[config.mk]
export PLATFORM = sky130hd
export DESIGN_NAME = mem_access_ctrl
export DESIGN_NICKNAME = d
export VERILOG_FILES = /design/src/rtl/mem_access_ctrl.sv
export SDC_FILE = /design/constraint.sdc
export NUM_CORES = 1
export LEC_CHECK = 0
export CAP_MARGIN = 30
export CORE_MARGIN = 3
export CORE_UTILIZATION = 40
export DETAILED_ROUTE_END_ITERATION = 8
export PLACE_DENSITY_LB_ADDON = 0.25
export SLEW_MARGIN = 15
export SYNTH_ARGS = -nofsm -noshare
export SYNTH_HDL_FRONTEND = slang
export SYNTH_SLANG_ARGS = --single-unit
[constraint.sdc]
create_clock -name clk -period 4.6 [get_ports clk]
set_clock_uncertainty 0.05 [all_clocks]
set_input_delay 0.92 -clock clk [delete_from_list [all_inputs] [get_ports clk]]
set_output_delay 0.92 -clock clk [all_outputs]
set_load 0.02 [all_outputs]
[src/rtl/mem_access_ctrl.sv]
// MEM-stage sequencer: issues one req/ack data-memory access per load/store,
// stalls the pipeline while it is outstanding, and flags misalignment and bus timeouts.
module mem_access_ctrl #(
    parameter int TIMEOUT_CYC = 16,
    parameter int CNT_W       = 5
) (
    input  logic        clk,
    input  logic        rst,
    input  logic        mem_read_i,
    input  logic        mem_write_i,
    input  logic [31:0] addr_i,
    input  logic [31:0] wdata_i,
    input  logic        mem_ack,
    input  logic [31:0] mem_rdata,
    input  logic        err_clr_i,
    output logic        mem_req,
    output logic        mem_we,
    output logic [31:0] mem_addr,
    output logic [31:0] mem_wdata,
    output logic        stall_o,
    output logic [31:0] rdata_o,
    output logic        rdata_valid_o,
    output logic        misalign_o,
    output logic        err_o
);

    typedef enum logic [1:0] {
        IDLE   = 2'b00,
        ACCESS = 2'b01,
        DONE   = 2'b10
    } state_t;

    localparam logic [CNT_W-1:0] CNT_LAST = CNT_W'(TIMEOUT_CYC - 1);
    localparam logic [CNT_W-1:0] CNT_ONE  = CNT_W'(1);

    state_t           state_r;
    logic [CNT_W-1:0] cnt_r;
    logic             is_read_r;
    logic             acc_s;
    logic             aligned_s;

    function automatic logic [31:0] word_addr(input logic [31:0] byte_addr);
        return {byte_addr[31:2], 2'b00};
    endfunction

    // Decode the access request presented by the EX/MEM register.
    always_comb begin
        acc_s     = mem_read_i | mem_write_i;
        aligned_s = (addr_i[1:0] == 2'b00);
    end

    // Pipeline freeze: from the detecting IDLE cycle through the whole ACCESS wait.
    always_comb begin
        stall_o = 1'b0;
        if (rst) begin
            stall_o = 1'b0;
        end else begin
            case (state_r)
                IDLE:    stall_o = acc_s & aligned_s;
                ACCESS:  stall_o = 1'b1;
                DONE:    stall_o = 1'b0;
                default: stall_o = 1'b0;
            endcase
        end
    end

    // Access sequencer with registered bus and status outputs.
    always_ff @(posedge clk or posedge rst) begin
        if (rst) begin
            state_r       <= IDLE;
            cnt_r         <= '0;
            is_read_r     <= 1'b0;
            mem_req       <= 1'b0;
            mem_we        <= 1'b0;
            mem_addr      <= 32'h0000_0000;
            mem_wdata     <= 32'h0000_0000;
            rdata_o       <= 32'h0000_0000;
            rdata_valid_o <= 1'b0;
            misalign_o    <= 1'b0;
            err_o         <= 1'b0;
        end else begin
            rdata_valid_o <= 1'b0;
            misalign_o    <= 1'b0;
            // A timeout later in this block overrides the clear (set wins).
            if (err_clr_i) begin
                err_o <= 1'b0;
            end
            case (state_r)
                IDLE: begin
                    if (acc_s && aligned_s) begin
                        state_r   <= ACCESS;
                        mem_req   <= 1'b1;
                        mem_we    <= mem_write_i;
                        is_read_r <= ~mem_write_i;
                        mem_addr  <= word_addr(addr_i);
                        mem_wdata <= wdata_i;
                        cnt_r     <= '0;
                    end else if (acc_s) begin
                        misalign_o <= 1'b1;
                    end
                end
                ACCESS: begin
                    if (mem_ack) begin
                        mem_req       <= 1'b0;
                        mem_we        <= 1'b0;
                        rdata_valid_o <= is_read_r;
                        if (is_read_r) begin
                            rdata_o <= mem_rdata;
                        end
                        state_r <= DONE;
                    end else if (cnt_r == CNT_LAST) begin
                        mem_req       <= 1'b0;
                        mem_we        <= 1'b0;
                        err_o         <= 1'b1;
                        rdata_o       <= 32'h0000_0000;
                        rdata_valid_o <= is_read_r;
                        state_r       <= DONE;
                    end else begin
                        cnt_r <= cnt_r + CNT_ONE;
                    end
                end
                DONE: begin
                    state_r <= IDLE;
                end
                default: begin
                    state_r <= IDLE;
                end
            endcase
        end
    end

endmodule

Yosys cells after proc, flatten, opt, wreduce, memory -nomap -nowiden
Index checks and enable logic that the tools add are counted.
Widths: inputs -> output; s select.
{"block": "op_classes", "addsub": 1, "n_mul": 0, "div_mod_pow": 0, "magnitude_cmp": 0, "n_eq_ne": 7, "n_shift": 0, "mux": 29, "bitwise_logic": 3, "n_reduce_logical": 10}
{"operator": "$mux 32", "count": 3}
{"operator": "$mux 1", "count": 15}
{"operator": "$mux 5", "count": 3}
{"operator": "$pmux 5 s2", "count": 1}
{"operator": "$mux 2", "count": 3}
{"operator": "$ne 2x2->1 const B", "count": 3}
{"operator": "$pmux 1 s2", "count": 3}
{"operator": "$reduce_and 3->1", "count": 2}
{"operator": "$add 5x1->5 const B", "count": 1}
{"operator": "$eq 5x4->1 const B", "count": 1}
{"operator": "$logic_not 2->1", "count": 2}
{"operator": "$pmux 2 s2", "count": 1}
{"operator": "$reduce_and 2->1", "count": 2}
{"operator": "$reduce_and 4->1", "count": 1}
{"operator": "$reduce_bool 2->1", "count": 2}
{"operator": "$ne 3x3->1 const B", "count": 1}
{"operator": "$eq 2x1->1 const B", "count": 1}
{"operator": "$ne 2x1->1 const B", "count": 1}
{"operator": "$and 1x1->1", "count": 1}
{"operator": "$logic_and 1x1->1", "count": 1}
{"operator": "$not 1->1", "count": 1}
{"operator": "$or 1x1->1", "count": 1}
{"block": "word_totals", "ff_bits": 107, "latch_bits": 0, "ramBits": 0, "romBits": 0, "in_bits": 102, "output_inout_bits": 102, "wordCells": 61, "n_memories": 0}

Longest topological paths before layout
Gate-level depths: netlist of the first run.
{"block": "depth", "depth_word": 4, "depth_mapped": 7, "mapped_depth_nobuf": 7}

Worst setup path before layout of the first run
No wires, ideal clock.
{"block": "synth_timing", "path_kind": "in2out", "start": "input addr_i[1]", "end": "output stall_o", "t_arrival_ns": 1.924, "t_required_ns": 3.630, "path_slack_ns": 1.706, "path_stages": 4, "n_path_buf": 0, "path_cell_list": "or2_0 > o21ba_2 > or2_2 > nor2_1"}
{"block": "synth_between", "elab_chain_len": 4}
{"element": "from (decl)", "line_no": "11", "text": "input logic [31:0] addr_i,"}
{"element": "$logic_not 2->1", "line_no": "49", "text": "aligned_s = (addr_i[1:0] == 2'b00);"}
{"element": "$and 1x1->1", "line_no": "59", "text": "IDLE: stall_o = acc_s & aligned_s;"}
{"element": "$pmux 1 s2", "line_no": "58", "text": "case (state_r)"}
{"element": "$mux 1", "line_no": "55", "text": "if (rst) begin"}
{"element": "to (decl)", "line_no": "20", "text": "output logic stall_o,"}
No other way between the ends.

Worst setup path after layout of the first run
Same ends and word-level chain as after synthesis.

==> results of run 1 <==
## synthesized netlist by cell type, types with 2 or more instances
cell	number
nor3_1	2
nand2_1	6
mux2_4	14
ha_1	3
inv_1	6
o21ai_0	3
buf_4	2
nor2_1	6
buf_2	5
a22o_1	33
buf_6	3
and3_1	4
clkbuf_1	5
a211o_1	2
or2_2	2
buf_1	2
dfrtp_1	107
mux2_2	50
## area by class of cell
cell class,instances,area (sq um),share of cell area (%)
multi-input combinational,140,1320,20.5
clock buffer,11,131,2.04
inverter,6,25.0,0.388
tap,133,166,2.58
timing repair buffer,205,2070,32.1
clock inverter,4,52.6,0.815
sequential,107,2680,41.5
## power by group through the flow
stage | combinational (mW) | sequential (mW) | clock (mW)
2_1_floorplan | 0.350 | 1.76 | 0
3_3_place_gp | 1.46 | 1.40 | 0
3_5_place_dp | 1.48 | 1.41 | 0
4_1_cts | 1.48 | 1.40 | 0.567
5_1_grt | 1.54 | 1.44 | 0.609
6_report | 1.46 | 1.40 | 0.543
## how the worst max path moves through the flow
stage / startpoint / endpoint / slack [ns]
global route: addr_i[1] / stall_o / 0.70
global placement: addr_i[1] / stall_o / 0.79
detailed placement: addr_i[1] / stall_o / 0.80
CTS: addr_i[1] / stall_o / 0.79
floorplan: rst / cnt_r[0]$_DFFE_PP0P_ / 0.81
finish: addr_i[1] / stall_o / 0.80
## metal layers
metal	GRT usage, %	vias up
met5	0	-
li1	-	1356
met3	4.74	11
met4	5.14	0
met2	28.6	138
met1	22.2	1404
## cell families after synthesis
family	Yosys count
flip-flops	107
multiplexers	64
AO/OA/AOI/OAI	44
AND/OR/NAND/NOR	27
buffers and inverters	23
adder cells (fa/ha/maj)	3
other	1
## placed cells by master (no fill, tap or decap), types with 2 or more instances in the layout
cell type and count:
inv_1 5, and3_1 4, nor3_1 2, dfrtp_1 107
a211o_1 2, mux2_2 50, o21ai_0 3, clkbuf_8 9
a22o_1 33, conb_1 2, clkinv_4 2, ha_1 3
buf_8 2, mux2_4 14, clkdlybuf4s50_1 201, nor2_1 6
clkbuf_1 2, nand2_1 6, or2_2 2
## sequential cells by signal (all words and copies together) (netlist names), 2 cells and up
name / flops
cnt_r: 5
mem_addr: 30
mem_wdata: 32
rdata_o: 32
state_r: 2
## through the flow
stage,util (%),power [mW],hold WS (ns)
4_1_cts,65.0,3.45,0.450
6_report,65.0,3.40,0.443
3_5_place_dp,63.2,2.89,0.425
3_3_place_gp,62.9,2.86,0.412
5_1_grt,65.0,3.59,0.471
2_1_floorplan,-,2.11,0.400
==> flow_metrics.py, run 1 <==
metrics = {
    "die": {
        "core-area_sq_um": 9910,
        "io_pins": 204,
        "dieArea_sq_um": 11500,
        "rows": 36,
        "die_h_um": 107,
        "die_w_um": 107,
        "initial_core_util_pct": 41.6,
    },
    "routing": {
        "met1_length_um": 4280,
        "top_layer_used": "met4",
        "dr_wl_met3_um": 855,
        "drt_iter0_drc": 104,
        "postRouteAntennaNets": 0,
        "vias": 2909,
        "drt-total-wl_um": 10200,
        "via_per_inst": 4.80,
        "wl_per_cell_um": 16.8,
        "route.met2.wl_um": 4920,
        "drc": 0,
        "first_pass_iters": 4,
    },
    "placed_design": {
        "placed_cell_area_sq_um": 6260,
        "gp_congestion": 0.732,
        "place_inst": 591,
        "numPortBuffers": 201,
        "dpl.hpwl_um": 7540,
        "dp_slack_ns": 0.801,
    },
    "layout": {
        "antenna_cells": 0,
        "stdcell_area_sq_um": 6440,
        "fillers": 770,
        "area_delta_synth_final_pct": 56.5,
        "final_cell_count_no_fill": 606,
        "nNetsFinal": 574,
        "drive_gt1_share_pct": 18.2,
    },
    "synthesis": {
        "synth.distinct_cells": 32,
        "post-synth-top-area-fraction_pct": 65.0,
        "synth_compound_area_share_pct": 8.90,
        "seq_area_frac_synth_pct": 65.0,
        "yosys.area_share.simple_pct": 3.31,
        "synthMuxAreaShare_pct": 18.8,
        "synth-edff-count": 0,
        "netlist_instances": 269,
        "yosys_register_bits": 107,
        "synth_top_family_by_area": "multiplexers",
        "synthAdderAreaFrac_pct": 0.912,
        "async_reset_ff_share_pct": 100,
        "yosysTopAreaCell": "dfrtp_1",
        "synth_xor_area_share_pct": 0,
        "synth_warnings": 0,
        "synth.avg_cell_area_sq_um": 15.3,
        "ys.flop_type": "dfrtp_1",
        "synth.cell_area_sq_um": 4120,
        "ys_top_cells_by_area": "dfrtp_1 65%, mux2_2 14%, a22o_1 7.0%",
    },
    "cts": {
        "numCtsBuffers": 9,
        "clock_path_buffers": 2,
        "cts_sinks": 107,
        "cts_resized": 0,
        "h-tree-depth": 3,
        "cts_setup_buffers": 0,
        "clkTransAtPathRegs_ns": 0.10,
        "ctsHoldBuffers": 0,
        "cts_tree": "built",
        "root_buffer": "clkbuf_8",
        "clk_latency_ns": 0.35,
    },
    "global_route": {
        "antenna_found_initial": 0,
        "grt_max_degree": 64,
        "grt-ovfl-total": 0,
        "grt_first_pass_wirelength_um": 15500,
        "grt_pass1_vias": 2969,
        "grt_use_total_pct": 17.2,
    },
    "setup_path": {
        "ff2ff_path_depth": 3,
        "path_depth": 6,
        "r2r_slack_ns": 2.33,
        "cp-start-kind": "input port",
        "crit_family": "buffers and inverters",
        "critPathCaptureType": "output port",
        "crit_slowest_cell": "clkdlybuf4s50_1",
        "critPathMostFrequentCell": "clkdlybuf4s50_1",
        "regToRegEndpoint": "mem_addr[24]$_DFFE_PP0P_",
        "reg2reg_from": "state_r[1]$_DFFE_PP0P_",
        "required_ns": 3.63,
        "cp_num_buf_inv": 2,
        "cp_cell_sequence": "clkdlybuf4s50_1 -> or2_0 -> o21ba_2 -> or2_2 -> nor2_1 -> clkdlybuf4s50_1",
        "crit_fanout": 3,
        "critPathKind": "input port to output port",
        "max_stage_delay_ns": 0.61,
        "cp.arrival_ns": 2.83,
    },
    "sta": {
        "relSlewSlack_pct": 40.3,
        "drv_slew": 0,
        "fin_tns_setup_ns": 0,
        "fin_crit_sh_pct": 82.7,
        "fin_ws_ns": 0.795,
        "rsz0062_at_grt": "false",
        "final-hold-violation-count": 0,
        "worstMarginPinSlew_ns": 0.896,
        "fin_crit_ns": 3.80,
        "setup_viol": 0,
        "fmax_mhz": 263,
    },
    "pwr": {
        "peakVddDrop_mv": 0.322,
        "p_switching_mw": 1.11,
        "pwr-share-clk_pct": 15.9,
        "p_seq_share_pct": 41.1,
        "comb_power_share_pct": 43.0,
        "intPower_mw": 2.30,
        "power_density_nw_per_um2": 528,
        "leakagePower_nw": 2.82,
        "sw_frac_of_total_pct": 32.5,
    },
    "flow_run": {
        "cap_violations": 0,
    },
    "min_path": {
        "min_path_cells": 1,
        "hold_path_class": "flop to flop",
        "holdPathEnd": "cnt_r[4]$_DFFE_PP0P_",
        "worstHoldStart": "cnt_r[4]$_DFFE_PP0P_",
    },
    "outcome": {
        "outcome": "complete, no violations",
    },
}
No activity file was read; power rests on OpenSTA's default activity.
==> run 2, diff against run 1 <==
CORE_UTILIZATION = 36   (was 40)
clock period = 3.5 ns   (was 4.6 ns; I/O delays follow)
==> flow_metrics.py, run 2 (synthesis results as in run 1) <==
metrics = {
    "setup_path": {
        "cp_cell_sequence": "clkdlybuf4s50_1 -> or2_0 -> o21ba_2 -> or2_2 -> nor2_1 -> clkdlybuf4s50_1",
        "required_ns": 2.75,
        "cp.arrival_ns": 2.63,
        "crit_slowest_cell": "clkdlybuf4s50_1",
        "cp-start-kind": "input port",
        "crit_fanout": 3,
        "r2r_slack_ns": 1.33,
        "crit_family": "buffers and inverters",
        "critPathKind": "input port to output port",
        "cp_num_buf_inv": 2,
        "max_stage_delay_ns": 0.61,
        "critPathCaptureType": "output port",
        "critPathMostFrequentCell": "clkdlybuf4s50_1",
    },
    "layout": {
        "top_regs": "mem_wdata: 32 flops, rdata_o: 32 flops, mem_addr: 30 flops",
        "final_util_pct": 59.8,
        "layout_common_cells": "201 x clkdlybuf4s50_1, 107 x dfrtp_1, 50 x mux2_2",
        "multi_input_area_sq_um": 1320,
        "fillers": 909,
        "antenna_cells": 0,
        "ff_latch_area_sq_um": 2680,
        "area_delta_synth_final_pct": 60.2,
        "nNetsFinal": 576,
        "layout_commonest_cell": "clkdlybuf4s50_1",
        "drive_gt1_share_pct": 19.1,
    },
    "pwr": {
        "power_density_nw_per_um2": 727,
        "peakVddDrop_mv": 0.430,
        "leakagePower_nw": 2.88,
    },
    "routing": {
        "drt_iter0_drc": 69,
        "via_per_inst": 4.81,
        "vias": 2965,
        "wl_per_cell_um": 17.0,
        "drt-total-wl_um": 10500,
        "first_pass_iters": 4,
        "drc": 0,
        "postRouteAntennaNets": 0,
    },
    "min_path": {
        "hold_path_class": "flop to flop",
    },
    "placed_design": {
        "dpl.hpwl_um": 7690,
        "numPortBuffers": 201,
        "gp_congestion": 0.784,
        "dp_slack_ns": 0.141,
    },
    "die": {
        "initial_core_util_pct": 37.3,
        "io_pins": 204,
        "die_w_um": 113,
        "die_h_um": 113,
        "rows": 38,
        "dieArea_sq_um": 12800,
        "core-area_sq_um": 11000,
    },
    "cts": {
        "clock_path_buffers": 2,
        "cts_setup_buffers": 0,
        "clkTransAtPathRegs_ns": 0.07,
        "numCtsBuffers": 9,
        "root_buffer": "clkbuf_16",
        "cts_sinks": 107,
        "ctsHoldBuffers": 0,
        "cts_resized": 0,
        "clk_latency_ns": 0.34,
        "h-tree-depth": 3,
        "cts_tree": "built",
    },
    "global_route": {
        "grt_use_total_pct": 16.6,
        "grt-ovfl-total": 0,
        "grt_max_degree": 60,
        "grt_first_pass_wirelength_um": 16800,
        "antenna_found_initial": 0,
        "grt_pass1_vias": 3199,
    },
    "sta": {
        "fmax_mhz": 296,
        "setup_viol": 0,
        "final-hold-violation-count": 0,
        "fin_crit_ns": 3.38,
        "fin_tns_setup_ns": 0,
        "worstMarginPinSlew_ns": 0.762,
        "rsz0062_at_grt": "false",
        "fin_ws_ns": 0.121,
        "fin_crit_sh_pct": 96.5,
        "relSlewSlack_pct": 49.1,
        "drv_slew": 0,
    },
    "outcome": {
        "outcome": "complete, no violations",
    },
    "flow_run": {
        "cap_violations": 0,
    },
}
==> run 2: cell count changes in the layout (fill, tap and decap cells not counted), sizes merged <==
cell      delta
buf          +2
clkinvlp     +2
clkinv       -1
==> run 2: worst reg2reg max path: stages (launching register included) <==
cell and delay, ns:
dfrtp_1 0.41, ha_1 0.23, and3_1 0.21, ha_1 0.20
or2_2 0.32, a211o_1 0.36, mux2_2 0.28
==> run 2: power by group <==
group / switching, mW / internal [mW]
Sequential: 0.220 / 1.63
Combinational: 0.851 / 1.06
Clock: 0.433 / 0.596
==> run 2: path summary, 6_finish.rpt <==
| kind | startpoint | end | cells after the start |
|---|---|---|---|
| max reg2reg | cnt_r[0]$_DFFE_PP0P_ | cnt_r[0]$_DFFE_PP0P_ | 6 |
| min in group asynchronous | rst | cnt_r[4]$_DFFE_PP0P_ | 2 |
| min | cnt_r[4]$_DFFE_PP0P_ | cnt_r[4]$_DFFE_PP0P_ | 1 |
| max | addr_i[1] | stall_o | 6 |
| max in group asynchronous | rst | cnt_r[3]$_DFFE_PP0P_ | 3 |
| min reg2reg | cnt_r[4]$_DFFE_PP0P_ | cnt_r[4]$_DFFE_PP0P_ | 1 |
==> run 2: layer usage <==
| layer | track usage, % | routed length, um |
|---|---|---|
| met1 | 21.3 | 4430 |
| met2 | 27.6 | 5120 |
| met3 | 3.85 | 732 |
| met4 | 5.93 | 170 |
| met5 | 0 | 0 |
==> run 2: per-stage QoR <==
stage / power, mW / cells / instance area, sq um / hold slack [ns]
after floorplan: 2.78 / 270 / 4130 / 0.400
after global placement: 3.77 / 600 / 6280 / 0.407
after detailed placement: 3.80 / 600 / 6280 / 0.424
after CTS: 4.86 / 616 / 6600 / 0.441
after global routing: 5.03 / 616 / 6600 / 0.455
final: 4.79 / 616 / 6600 / 0.441
==> run 2: area by class of cell <==
type | count | area share (%)
timing repair buffer | 207 | 31.6
sequential | 107 | 40.6
clock buffer | 11 | 3.83
inverter | 6 | 0.398
multi-input combinational | 140 | 20.0
clock inverter | 5 | 0.910
tap | 140 | 2.66
